[src/rtl/mx_arb_reg_pkg.sv]
// Shared definitions for the registered N-to-1 channel arbiter/mux.
// Grant-mode encodings and a constant clog2 helper for derived widths.
package mx_arb_reg_pkg;

    localparam logic MODE_FIXED = 1'b0;
    localparam logic MODE_RR    = 1'b1;

    function automatic int clog2(input int n);
        int r;
        r = 0;
        while ((1 << r) < n) begin
            r = r + 1;
        end
        return r;
    endfunction

endpackage

[src/rtl/mx_arb_reg_rr_pick.sv]
// Rotate-priority picker: first set req bit after ptr, wrapping modulo NUM_CH.
// Purely combinational; no state, no backpressure of its own.
module mx_arb_reg_rr_pick
    import mx_arb_reg_pkg::*;
#(
    parameter int NUM_CH = 16,
    parameter int SEL_W  = clog2(NUM_CH)
) (
    input  logic [NUM_CH-1:0] req,
    input  logic [SEL_W-1:0]  ptr,
    output logic [SEL_W-1:0]  gnt_idx,
    output logic              gnt_any
);

    logic [SEL_W-1:0] idx;

    // Walk from the farthest candidate to the nearest so the nearest valid wins.
    always_comb begin
        gnt_idx = '0;
        gnt_any = 1'b0;
        idx     = '0;
        for (int i = NUM_CH; i >= 1; i--) begin
            idx = SEL_W'((int'(ptr) + i) % NUM_CH);
            if (req[idx]) begin
                gnt_any = 1'b1;
                gnt_idx = idx;
            end
        end
    end

endmodule

[src/rtl/mx_arb_reg.sv]
// Registered N-to-1 channel mux with fixed-select or round-robin grant.
// Latency 1 clk; in_ready only asserts when the output register can load.
module mx_arb_reg
    import mx_arb_reg_pkg::*;
#(
    parameter int NUM_CH   = 16,
    parameter int IN_W     = 32,
    parameter int OUT_W    = 64,
    parameter int SIGN_EXT = 0,
    parameter int SEL_W    = clog2(NUM_CH)
) (
    input  logic                   clk,
    input  logic                   reset_n,
    input  logic                   mode,
    input  logic [SEL_W-1:0]       sel,
    input  logic [NUM_CH-1:0]      in_valid,
    input  logic [NUM_CH*IN_W-1:0] in_data,
    output logic [NUM_CH-1:0]      in_ready,
    output logic                   out_valid,
    output logic [OUT_W-1:0]       out_data,
    output logic [SEL_W-1:0]       out_ch,
    input  logic                   out_ready
);

    logic             out_valid_q, out_valid_d;
    logic [OUT_W-1:0] out_data_q,  out_data_d;
    logic [SEL_W-1:0] out_ch_q,    out_ch_d;
    logic [SEL_W-1:0] rr_ptr_q,    rr_ptr_d;

    logic             load;
    logic             fix_any;
    logic [SEL_W-1:0] rr_idx;
    logic             rr_any;
    logic [SEL_W-1:0] gnt_idx;
    logic             gnt_any;
    logic             xfer;
    logic [IN_W-1:0]  g_dat;
    logic [OUT_W-1:0] ext_dat;

    mx_arb_reg_rr_pick #(
        .NUM_CH (NUM_CH),
        .SEL_W  (SEL_W)
    ) u_rr_pick (
        .req     (in_valid),
        .ptr     (rr_ptr_q),
        .gnt_idx (rr_idx),
        .gnt_any (rr_any)
    );

    always_comb begin
        load    = !out_valid_q || out_ready;
        // Out-of-range sel never grants, even when NUM_CH is not a power of two.
        fix_any = (int'(sel) < NUM_CH) ? in_valid[sel] : 1'b0;
        gnt_idx = (mode == MODE_RR) ? rr_idx : sel;
        gnt_any = (mode == MODE_RR) ? rr_any : fix_any;
        xfer    = gnt_any && load;

        in_ready = '0;
        if (xfer) begin
            in_ready[gnt_idx] = 1'b1;
        end

        g_dat = '0;
        for (int k = 0; k < NUM_CH; k++) begin
            if (gnt_idx == SEL_W'(k)) begin
                g_dat = in_data[k*IN_W +: IN_W];
            end
        end

        ext_dat = '0;
        ext_dat[IN_W-1:0] = g_dat;
        for (int b = IN_W; b < OUT_W; b++) begin
            ext_dat[b] = (SIGN_EXT != 0) ? g_dat[IN_W-1] : 1'b0;
        end
    end

    always_comb begin
        out_valid_d = out_valid_q;
        out_data_d  = out_data_q;
        out_ch_d    = out_ch_q;
        rr_ptr_d    = rr_ptr_q;
        // On load without a grant the register drains but keeps its last payload.
        if (load) begin
            out_valid_d = gnt_any;
        end
        if (xfer) begin
            out_data_d = ext_dat;
            out_ch_d   = gnt_idx;
            if (mode == MODE_RR) begin
                rr_ptr_d = gnt_idx;
            end
        end
    end

    always_ff @(posedge clk or negedge reset_n) begin
        if (!reset_n) begin
            out_valid_q <= 1'b0;
            out_data_q  <= '0;
            out_ch_q    <= '0;
            rr_ptr_q    <= SEL_W'(NUM_CH - 1);
        end else begin
            out_valid_q <= out_valid_d;
            out_data_q  <= out_data_d;
            out_ch_q    <= out_ch_d;
            rr_ptr_q    <= rr_ptr_d;
        end
    end

    assign out_valid = out_valid_q;
    assign out_data  = out_data_q;
    assign out_ch    = out_ch_q;

endmodule

[config.mk]
export PLATFORM = sky130hd
export DESIGN_NAME = mx_arb_reg
export DESIGN_NICKNAME = d
export VERILOG_FILES = /design/src/rtl/mx_arb_reg_pkg.sv /design/src/rtl/mx_arb_reg_rr_pick.sv /design/src/rtl/mx_arb_reg.sv
export SDC_FILE = /design/constraint.sdc
export NUM_CORES = 1
export LEC_CHECK = 0
export ABC_AREA = 1
export BUFFER_PORTS_ARGS = -buffer_cell sky130_fd_sc_hd__clkbuf_2
export CAP_MARGIN = 10
export CORE_AREA = 2 2 242 244
export DETAILED_ROUTE_END_ITERATION = 10
export DIE_AREA = 0 0 244 246
export HOLD_SLACK_MARGIN = 0.03
export PLACE_DENSITY = 0.46
export REMOVE_ABC_BUFFERS = 1
export SLEW_MARGIN = 20
export SYNTH_ARGS = -nofsm -noshare
export SYNTH_HDL_FRONTEND = slang
export SYNTH_SLANG_ARGS = --single-unit
[constraint.sdc]
create_clock -name clk -period 5.05 [get_ports clk]
set_input_delay 1.2625 -clock clk [delete_from_list [all_inputs] [get_ports clk]]
set_output_delay 1.2625 -clock clk [all_outputs]
set_load 0.05 [all_outputs]
==> qor.csv, run 1 <==
stage,metric,value,unit
setup_path,"CP delay by family, top",simple AND/OR/NAND/NOR gates,
setup_path,Setup crit end,in_ready[13],
route,drt initial violations,828,
yosys,fraction of registers with async set/reset,1.00,
layout,Syn-to-layout area delta,75.9,%
sta,period utilization,1.00,
yosys,Syn Area/Cell,5.24,um2
yosys,Post-Syn Area,8210,um2
global_route,pin count of the biggest net entering global routing,42,
die,Die H,246,um
run,Max Cap Viol,0,
setup_path,reg2reg path depth,38,
sta,fin crit period,5.05,ns
placement,Placer Congestion,0.981,
sta,Final Max Slew Viols,0,
setup_path,Arrival @ worst endpoint,3.78,ns
setup_path,R2R Setup Slk,0.30,ns
setup_path,Startpoint Class,input port,
sta,fmax,0.198,GHz
layout,share of layout cells above drive strength 1,0.451,
layout,fin area,14400,um2
global_route,initial antenna violation count,6,
die,die width,244,um
setup_path,CP peak stage delay,0.40,ns
placement,# port buffers,588,
sta,Worst-Margin Slew,0.615,ns
clocking,Num Clock Sinks,41,
yosys,Synth Instances,1566,
die,row count,88,
yosys,Synth warnings,0,
route,wire per inst,20.0,um
clocking,Worst-path clk slew,0.07,ns
setup_path,total stage count of the critical path,15,
sta,slew margin rel.,0.590,
yosys,Synth cell types,42,
die,Initial Util,0.143,
yosys,"EDFF count, synth",0,
die,Die Footprint,60000,um2
route,drt pass-1 iters,5,
layout,"commonest non-fill, non-tap cells in the layout","clkbuf_2 (559), nand2_1 (485), nor2_1 (168)",
clocking,Num CTS Buffers,5,
yosys,register area share after synthesis,0.126,
sta,setup TNS,0,ns
route,vias,12848,
hold_path,hold_sp,out_data[16]$_DFFE_PN0P_,
clocking,CTS Buffer Depth,2,
yosys,Yosys reg bits,41,
setup_path,Critical Path RT,3.79,ns
clocking,Post-CTS Hold Fix Bufs,0,
layout,Final #Nets,2786,
route,DRC viols,0,
global_route,first-pass GRT wire length,81600,um
die,area of the core,57400,um2
hold_path,hold crit path type,register to register,
die,# IOs,621,
route,Via density,4.27,
global_route,GRT Total Usage,0.185,
clocking,H-tree levels,2,
setup_path,WS Path Type,input port to output port,
route,Total Wirelength,60300,um
setup_path,Reg2Reg Capture Point,out_data[14]$_DFFE_PN0P_,
clocking,Clock Latency Late Sink,0.30,ns
sta,"Hold Vio Cnt, Final",0,
setup_path,most frequent CP cell,buf_4,
clocking,CTS tree,yes,
placement,HPWL after detailed placement,50400,um
setup_path,beginning of the critical path,in_valid[4],
yosys,"Primary FF master, synth",dfrtp_1,
setup_path,Buffers & Inverters on Critical Path,5,
sta,RSZ-0062 raised after global routing,yes,
setup_path,critical-path cell list,buf_4 > nand2_2 > nand3_2 > nand3_1 > nand2_1 > buf_4 > nand2_1 > nand2_1 > nor4_2 > nand3_1 > nand3_4 > buf_4 > nor3_1 > buf_4 > buf_12,
setup_path,critical path peak fanout,12,
setup_path,slowest cell on the critical path,nor4_2,
setup_path,worst r2r src,rr_ptr_q[1]$_DFFE_PN1P_,
global_route,vias in the first global route,12002,
route,post-route ant nets,0,
clocking,root buffer cell,clkbuf_16,
global_route,grt total ovfl,0,
sta,Worst Clk Skew,0.00630,ns
run_status,status,"finished, final reports clean",
layout,"most common cell after layout, fill and taps aside",clkbuf_2,
placement,placed instance area,13000,um2
sta,Setup-failing EPs final,0,
setup_path,Worst setup EP type,output port,
-- per-layer routing --
metal / GRT usage / vias to the layer above / wire [um]
li1: - / 6329 / -
met1: 0.256 / 5886 / 26600
met2: 0.300 / 576 / 28100
met3: 0.0281 / 55 / 4430
met4: 0.0405 / 2 / 1220
met5: 0 / - / 11
-- cells in the mapped netlist, types with 2 or more instances --
library cell	n	area [um2]
nand2_1	542	2030
nor2_1	197	739
nand3_1	148	741
inv_1	138	518
a21oi_1	105	526
nand4_1	75	469
dfrtp_1	37	926
nor3_1	36	180
clkbuf_1	35	131
buf_4	34	255
nand2_2	29	181
buf_2	28	140
a22o_1	27	236
inv_2	20	75.1
o21ai_0	17	85.1
or2_2	14	87.6
buf_6	11	124
ha_1	7	87.6
nor2_4	7	78.8
nand2_4	6	67.6
nor2_2	6	37.5
or2_0	5	31.3
dfstp_2	4	105
mux2i_1	4	40.0
nor4_1	3	18.8
o211ai_1	3	22.5
o21ai_1	3	15.0
o21ai_2	3	26.3
a21oi_2	2	17.5
and2_4	2	17.5
buf_1	2	7.51
inv_4	2	12.5
nand3_2	2	20.0
o21a_1	2	15.0
or2_1	2	12.5
xor2_4	2	55.1
-- cell type report --
cell class	count	area, um2
fill	6720	42900
clock buffer	5	125
multi-input combinational	1290	6960
timing repair buffer	745	4680
clock inverter	3	68.8
antenna	3	7.51
sequential	41	1030
tap	765	957
inverter	160	618
-- kinds of logic after synthesis --
family / count (synthesis) / share of synthesized area
other: 1 / 0.000457
buffers and inverters: 270 / 0.154
adders and majority gates: 7 / 0.0107
AOI/OAI and AO/OA: 163 / 0.117
DFF: 41 / 0.126
muxes: 4 / 0.00488
xor gates and xnor gates: 4 / 0.00976
and+or+nand+nor: 1076 / 0.578
-- state kept, by name, summed over array words and instances (netlist names) --
name	count
out_ch	4
out_data	32
out_valid	1
rr_ptr_q	4
-- per-stage QoR --
step           utilization  std cells  setup WS [ns]  hold slack [ns]
2_1_floorplan            -       1487          -1.74            0.617
3_3_place_gp         0.227       2973         -0.485            0.465
3_5_place_dp         0.227       2973         -0.446            0.469
4_1_cts              0.236       2990        -0.0157            0.487
5_1_grt              0.252       3010         -0.271            0.496
6_report             0.252       3012        0.00252            0.485
-- timing repair --
item	4_1_cts	5_1_grt
gates resized for setup	67	196
hold endpoints to repair	0	0
pin swaps	17	53
buffers inserted	9	16
setup endpoints to repair	16	48
gates cloned	0	4
-- worst min-delay path, delay by kind of cell (launching register included) --
family / cells / cell delay, ns
flip-flops: 1 / 0.34
AND/OR/NAND/NOR: 2 / 0.12
-- worst min path at each step --
| stage | to | slack (ns) | cells after the start |
|---|---|---|---|
| finish | out_data[16]$_DFFE_PN0P_ | 0.48 | 2 |
| global route | out_data[16]$_DFFE_PN0P_ | 0.50 | 2 |
| CTS | out_data[16]$_DFFE_PN0P_ | 0.49 | 2 |
| detailed placement | out_data[26]$_DFFE_PN0P_ | 0.47 | 2 |
| global placement | out_data[16]$_DFFE_PN0P_ | 0.47 | 2 |
| floorplan | rr_ptr_q[3]$_DFFE_PN1P_ | 0.62 | 2 |
Power of run 1 is left out: the tool's default activity adds up to more than one toggle a clock period on the data nets, which glitch-free logic cannot reach.
==> inputs of run 2 (changes only) <==
==> constraint.sdc (replaced) <==
create_clock -name clk -period 5.75 [get_ports clk]
set_input_delay 1.4375 -clock clk [delete_from_list [all_inputs] [get_ports clk]]
set_output_delay 1.4375 -clock clk [all_outputs]
set_load 0.05 [all_outputs]
==> qor.csv, run 2 (same netlist as run 1, synthesis figures left out) <==
stage,metric,value,unit,change
run_status,status,"finished, final reports clean",,
setup_path,Worst setup EP type,output port,,
global_route,grt total ovfl,0,,unchanged
setup_path,Startpoint Class,input port,,
clocking,Clock Latency Late Sink,0.31,ns,about the same
clocking,H-tree levels,2,,unchanged
global_route,first-pass GRT wire length,80700,um,-1.0%
layout,max reg flops,32,,unchanged
clocking,Num CTS Buffers,5,,unchanged
layout,area occupied by multi-input gates,6230,um2,-10%
route,met3 WL,4610,um,+4.0%
route,drt pass-1 iters,7,,+2
placement,# port buffers,588,,unchanged
hold_path,hold crit path type,register to register,,
clocking,Worst-path clk slew,0.06,ns,about the same
setup_path,slowest cell on the critical path,nor3_4,,
route,drt initial violations,840,,+1.4%
sta,period utilization,0.956,,
sta,Setup-failing EPs final,0,,unchanged
sta,Worst-Margin Slew,1.01,ns,+0.394 ns
setup_path,Arrival @ worst endpoint,4.06,ns,+0.28 ns
sta,RSZ-0062 raised after global routing,yes,,
die,row count,88,,unchanged
placement,HPWL after detailed placement,49400,um,-2.1%
sta,Final Max Slew Viols,0,,unchanged
sta,Worst Clk Skew,0.0110,ns,+0.00471 ns
global_route,vias in the first global route,11880,,-1.0%
route,wire per inst,20.1,um,+0.31%
layout,share of layout cells above drive strength 1,0.369,,-0.0820
setup_path,Critical Path RT,4.31,ns,+0.52 ns
setup_path,WS Path Type,input port to output port,,
run,Max Cap Viol,0,,unchanged
sta,fmax,0.182,GHz,
sta,slew margin rel.,0.327,,-0.264
route,DRC viols,0,,unchanged
global_route,pin count of the biggest net entering global routing,42,,unchanged
global_route,GRT Total Usage,0.183,,-0.00144
die,area of the core,57400,um2,unchanged
route,vias,12441,,-3.2%
clocking,root buffer cell,clkbuf_16,,
layout,Reg area,1030,um2,unchanged
die,die width,244,um,unchanged
global_route,initial antenna violation count,12,,+6
layout,Syn-to-layout area delta,54.2,%,
setup_path,critical path peak fanout,5,,-7
clocking,CTS tree,yes,,
route,Via density,4.26,,-0.12%
placement,Placer Congestion,0.947,,-3.5%
layout,"commonest non-fill, non-tap cells in the layout","clkbuf_2 (572), nand2_1 (538), nor2_1 (186)",,
sta,Fin Hold WS,0.481,ns,-0.00343 ns
die,# IOs,621,,unchanged
die,Die Footprint,60000,um2,unchanged
route,met2 wire length,26700,um,-4.8%
setup_path,most frequent CP cell,nand2_1,,
layout,Final #Nets,2691,,-3.4%
layout,Fillers,6787,,+1.0%
die,Die H,246,um,unchanged
route,Total Wirelength,58700,um,-2.8%
route,DR top layer,met5,,
die,Initial Util,0.143,,unchanged
clocking,CTS Buffer Depth,2,,unchanged
sta,fin crit period,5.50,ns,
setup_path,CP peak stage delay,0.22,ns,-0.18 ns
route,post-route ant nets,0,,unchanged
clocking,Num Clock Sinks,41,,unchanged
route,Post-Route M1 WL,26100,um,-2.0%
layout,"most common cell after layout, fill and taps aside",clkbuf_2,,
sta,"Hold Vio Cnt, Final",0,,unchanged
-- run 2: cell count changes in the layout (fill, tap and decap cells not counted), sizes merged --
| cell | delta |
|---|---|
| and2 | -4 |
| buf | -103 |
| clkbuf | +12 |
| diode | +3 |
-- run 2: repair_timing --
action / in CTS / in global routing
hold buffers: 0 / 0
pin swaps: 0 / 4
buffers inserted: 0 / 4
gates resized for setup: 4 / 63
endpoints found under the setup margin: 4 / 16
-- run 2: cell type report --
cell class,instances,share of cell area
repair buffers,654,0.286
diodes,6,0.00119
well taps,765,0.0756
clock inverters,3,0.00544
flip-flops and latches,41,0.0814
multi-input cells,1286,0.492
clock buffers,5,0.00988
inverters,160,0.0480
-- run 2: final timing paths --
path	slack, ns	depth (start not counted)	end	startpoint
hold reg to reg	0.48	2	out_data[16]$_DFFE_PN0P_	out_data[16]$_DFFE_PN0P_
max in group asynchronous	4.07	2	out_data[16]$_DFFE_PN0P_	reset_n
setup reg to reg	0.66	41	out_data[13]$_DFFE_PN0P_	rr_ptr_q[0]$_DFFE_PN1P_
min in group asynchronous	1.21	2	out_data[17]$_DFFE_PN0P_	reset_n
setup / recovery	0.25	31	in_ready[9]	in_valid[14]
hold / removal	0.48	2	out_data[16]$_DFFE_PN0P_	out_data[16]$_DFFE_PN0P_
-- run 2: through the flow --
stage / std cells / area, um2 / setup TNS [ns] / util / setup WS (ns)
4_1_cts: 2910 / 12400 / 0 / 0.217 / 0.0585
5_1_grt: 2916 / 12600 / -0.0181 / 0.220 / -0.0142
6_report: 2920 / 12700 / 0 / 0.221 / 0.254
3_3_place_gp: 2902 / 12200 / -0.188 / 0.213 / -0.106
2_1_floorplan: 1487 / 7670 / -10.85 / - / -1.21
3_5_place_dp: 2902 / 12200 / -0.0951 / 0.213 / -0.0597
-- run 2: routing by layer --
layer | global-route usage | vias to the layer above
met5 | 0 | -
met4 | 0.0439 | 6
met3 | 0.0391 | 55
met2 | 0.295 | 583
met1 | 0.248 | 5661
li1 | - | 6136
-- run 2: critical path, delay by kind of cell --
kind / cells / cell delay [ns]
AND/OR/NAND/NOR: 26 / 1.99
buffers and inverters: 5 / 0.64
Power of run 2 is left out for the same reason.
==> inputs of run 3 (changes only) <==
--- a/config.mk
+++ b/config.mk
@@ -6,7 +6,7 @@
 export NUM_CORES = 1
 export LEC_CHECK = 0
 export ABC_AREA = 1
-export BUFFER_PORTS_ARGS = -buffer_cell sky130_fd_sc_hd__clkbuf_2
+export BUFFER_PORTS_ARGS = -buffer_cell sky130_fd_sc_hd__buf_2
 export CAP_MARGIN = 10
 export CORE_AREA = 2 2 242 244
 export DETAILED_ROUTE_END_ITERATION = 10
==> qor.csv, run 3 (same netlist as run 1, synthesis figures left out) <==
stage,metric,value,unit,change
run_status,status,"finished, final reports clean",,
layout,"most common cell after layout, fill and taps aside",buf_2,,
route,vias,12540,,+0.80%
global_route,grt peak-use layer,met2,,
route,DRC viols,0,,unchanged
layout,share of layout cells above drive strength 1,0.373,,+0.00367
sta,Worst Clk Skew,0.00528,ns,-0.00572 ns
sta,Final Max Slew Viols,0,,unchanged
layout,final core occ,0.222,,+0.000872
global_route,GRT Total Usage,0.182,,-0.00142
setup_path,Worst setup EP type,output port,,
sta,Worst-Margin Slew,0.629,ns,-0.379 ns
setup_path,Startpoint Class,input port,,
sta,fin crit period,5.45,ns,-0.0462 ns
die,Die Footprint,60000,um2,unchanged
global_route,met2 usage,0.298,,+0.00343
layout,Non-Filler Instances,2923,,+0.10%
clocking,Num CTS Buffers,5,,unchanged
setup_path,reg2reg path depth,41,,unchanged
setup_path,CP peak stage delay,0.29,ns,+0.07 ns
sta,fmax,0.183,GHz,+0.85%
die,Die H,246,um,unchanged
setup_path,WS Path Type,input port to output port,,
hold_path,number of cells on the worst hold path,2,,unchanged
placement,placed insts,2902,,unchanged
die,die width,244,um,unchanged
clocking,H-tree levels,2,,unchanged
placement,HPWL after detailed placement,48900,um,-0.89%
clocking,Post-CTS Hold Fix Bufs,0,,unchanged
die,area of the core,57400,um2,unchanged
global_route,GRT met1 Usage,0.241,,-0.00748
layout,Fillers,6793,,+0.088%
global_route,pin count of the biggest net entering global routing,42,,unchanged
global_route,vias in the first global route,11824,,-0.47%
sta,"Hold Vio Cnt, Final",0,,unchanged
route,Total Wirelength,58900,um,+0.36%
placement,# port buffers,588,,unchanged
sta,slew margin rel.,0.580,,+0.254
clocking,Num Clock Sinks,41,,unchanged
setup_path,Arrival @ worst endpoint,4.01,ns,-0.05 ns
setup_path,slowest cell on the critical path,clkbuf_4,,
global_route,first-pass GRT wire length,79800,um,-1.1%
route,drt pass-1 iters,5,,-2
layout,Syn-to-layout area delta,54.8,%,
clocking,Clock Latency Late Sink,0.31,ns,about the same
setup_path,R2R Setup Slk,0.62,ns,-0.04 ns
placement,Placer Congestion,0.946,,-0.12%
route,post-route ant nets,0,,unchanged
die,# IOs,621,,unchanged
sta,period utilization,0.948,,-0.00803
hold_path,hold crit path type,register to register,,
global_route,grt total ovfl,0,,unchanged
route,Via density,4.29,,+0.69%
layout,"commonest non-fill, non-tap cells in the layout","buf_2 (572), nand2_1 (537), nor2_1 (185)",,
route,drt initial violations,900,,+7.1%
run,Max Cap Viol,0,,unchanged
layout,Final #Nets,2694,,+0.11%
sta,RSZ-0062 raised after global routing,yes,,
global_route,GR Util met3,0.0389,,-0.000218
clocking,Worst-path clk slew,0.07,ns,about the same
clocking,root buffer cell,clkbuf_16,,
die,row count,88,,unchanged
route,wire per inst,20.1,um,+0.26%
clocking,CTS tree,yes,,
setup_path,most frequent CP cell,nand2_1,,
sta,Setup-failing EPs final,0,,unchanged
setup_path,critical path peak fanout,6,,+1
layout,max reg flops,32,,unchanged
die,Initial Util,0.143,,unchanged
clocking,CTS Buffer Depth,2,,unchanged
global_route,initial antenna violation count,17,,+5
setup_path,Critical Path RT,4.31,ns,about the same
run 3: cell count changes in the layout (fill, tap and decap cells not counted), moves of 3 or more:
| cell | change |
|---|---|
| nand3_1 | -4 |
| clkbuf_2 | -572 |
| nand3_2 | +5 |
| buf_6 | +6 |
| buf_12 | -3 |
| buf_2 | +571 |
| buf_4 | -3 |
run 3: final timing paths:
check	from	endpoint
worst min-delay path	out_data[12]$_DFFE_PN0P_	out_data[12]$_DFFE_PN0P_
worst min register to register	out_data[12]$_DFFE_PN0P_	out_data[12]$_DFFE_PN0P_
worst max-delay path	in_valid[13]	in_ready[5]
worst max register to register	rr_ptr_q[0]$_DFFE_PN1P_	out_data[17]$_DFFE_PN0P_
max in group asynchronous	reset_n	out_ch[1]$_DFFE_PN0P_
min in group asynchronous	reset_n	out_data[28]$_DFFE_PN0P_
run 3: through the flow:
step	instance area, um2	TNS [ns]	worst slack, ns	hold WS [ns]
5_1_grt	12700	-0.0111	-0.0111	0.513
4_1_cts	12400	-0.300	-0.0911	0.483
3_3_place_gp	12200	-0.0654	-0.0654	0.462
6_report	12700	0	0.300	0.478
3_5_place_dp	12200	-0.00917	-0.00917	0.464
2_1_floorplan	7670	-10.85	-1.21	0.617
run 3: final cells by class:
| cell class | instances | area, um2 | share of cell area |
|---|---|---|---|
| Multi-Input combinational cell | 1287 | 6270 | 0.493 |
| Inverter | 160 | 611 | 0.0480 |
| Timing Repair Buffer | 656 | 3630 | 0.286 |
| Sequential cell | 41 | 1030 | 0.0811 |
| Clock inverter | 3 | 68.8 | 0.00542 |
| Antenna cell | 6 | 15.0 | 0.00118 |
| Tap cell | 765 | 957 | 0.0753 |
| Clock buffer | 5 | 125 | 0.00985 |
run 3: critical path, delay by kind of cell:
kind | cells | cell delay, ns
buffers and inverters | 3 | 0.50
and+or+nand+nor | 26 | 2.09
run 3: what timing repair did:
item / CTS / global route
endpoints found under the setup margin: 5 / 20
gates cloned: 0 / 1
setup buffers: 0 / 6
pin swaps: 0 / 12
resized for setup: 2 / 78
run 3: per-layer routing:
layer | vias up | share of wire
met1 | 5713 | 0.44
met3 | 61 | 0.083
li1 | 6136 | -
met4 | 10 | 0.021
met2 | 620 | 0.46
met5 | - | 0.0011
Power of run 3 is left out for the same reason.
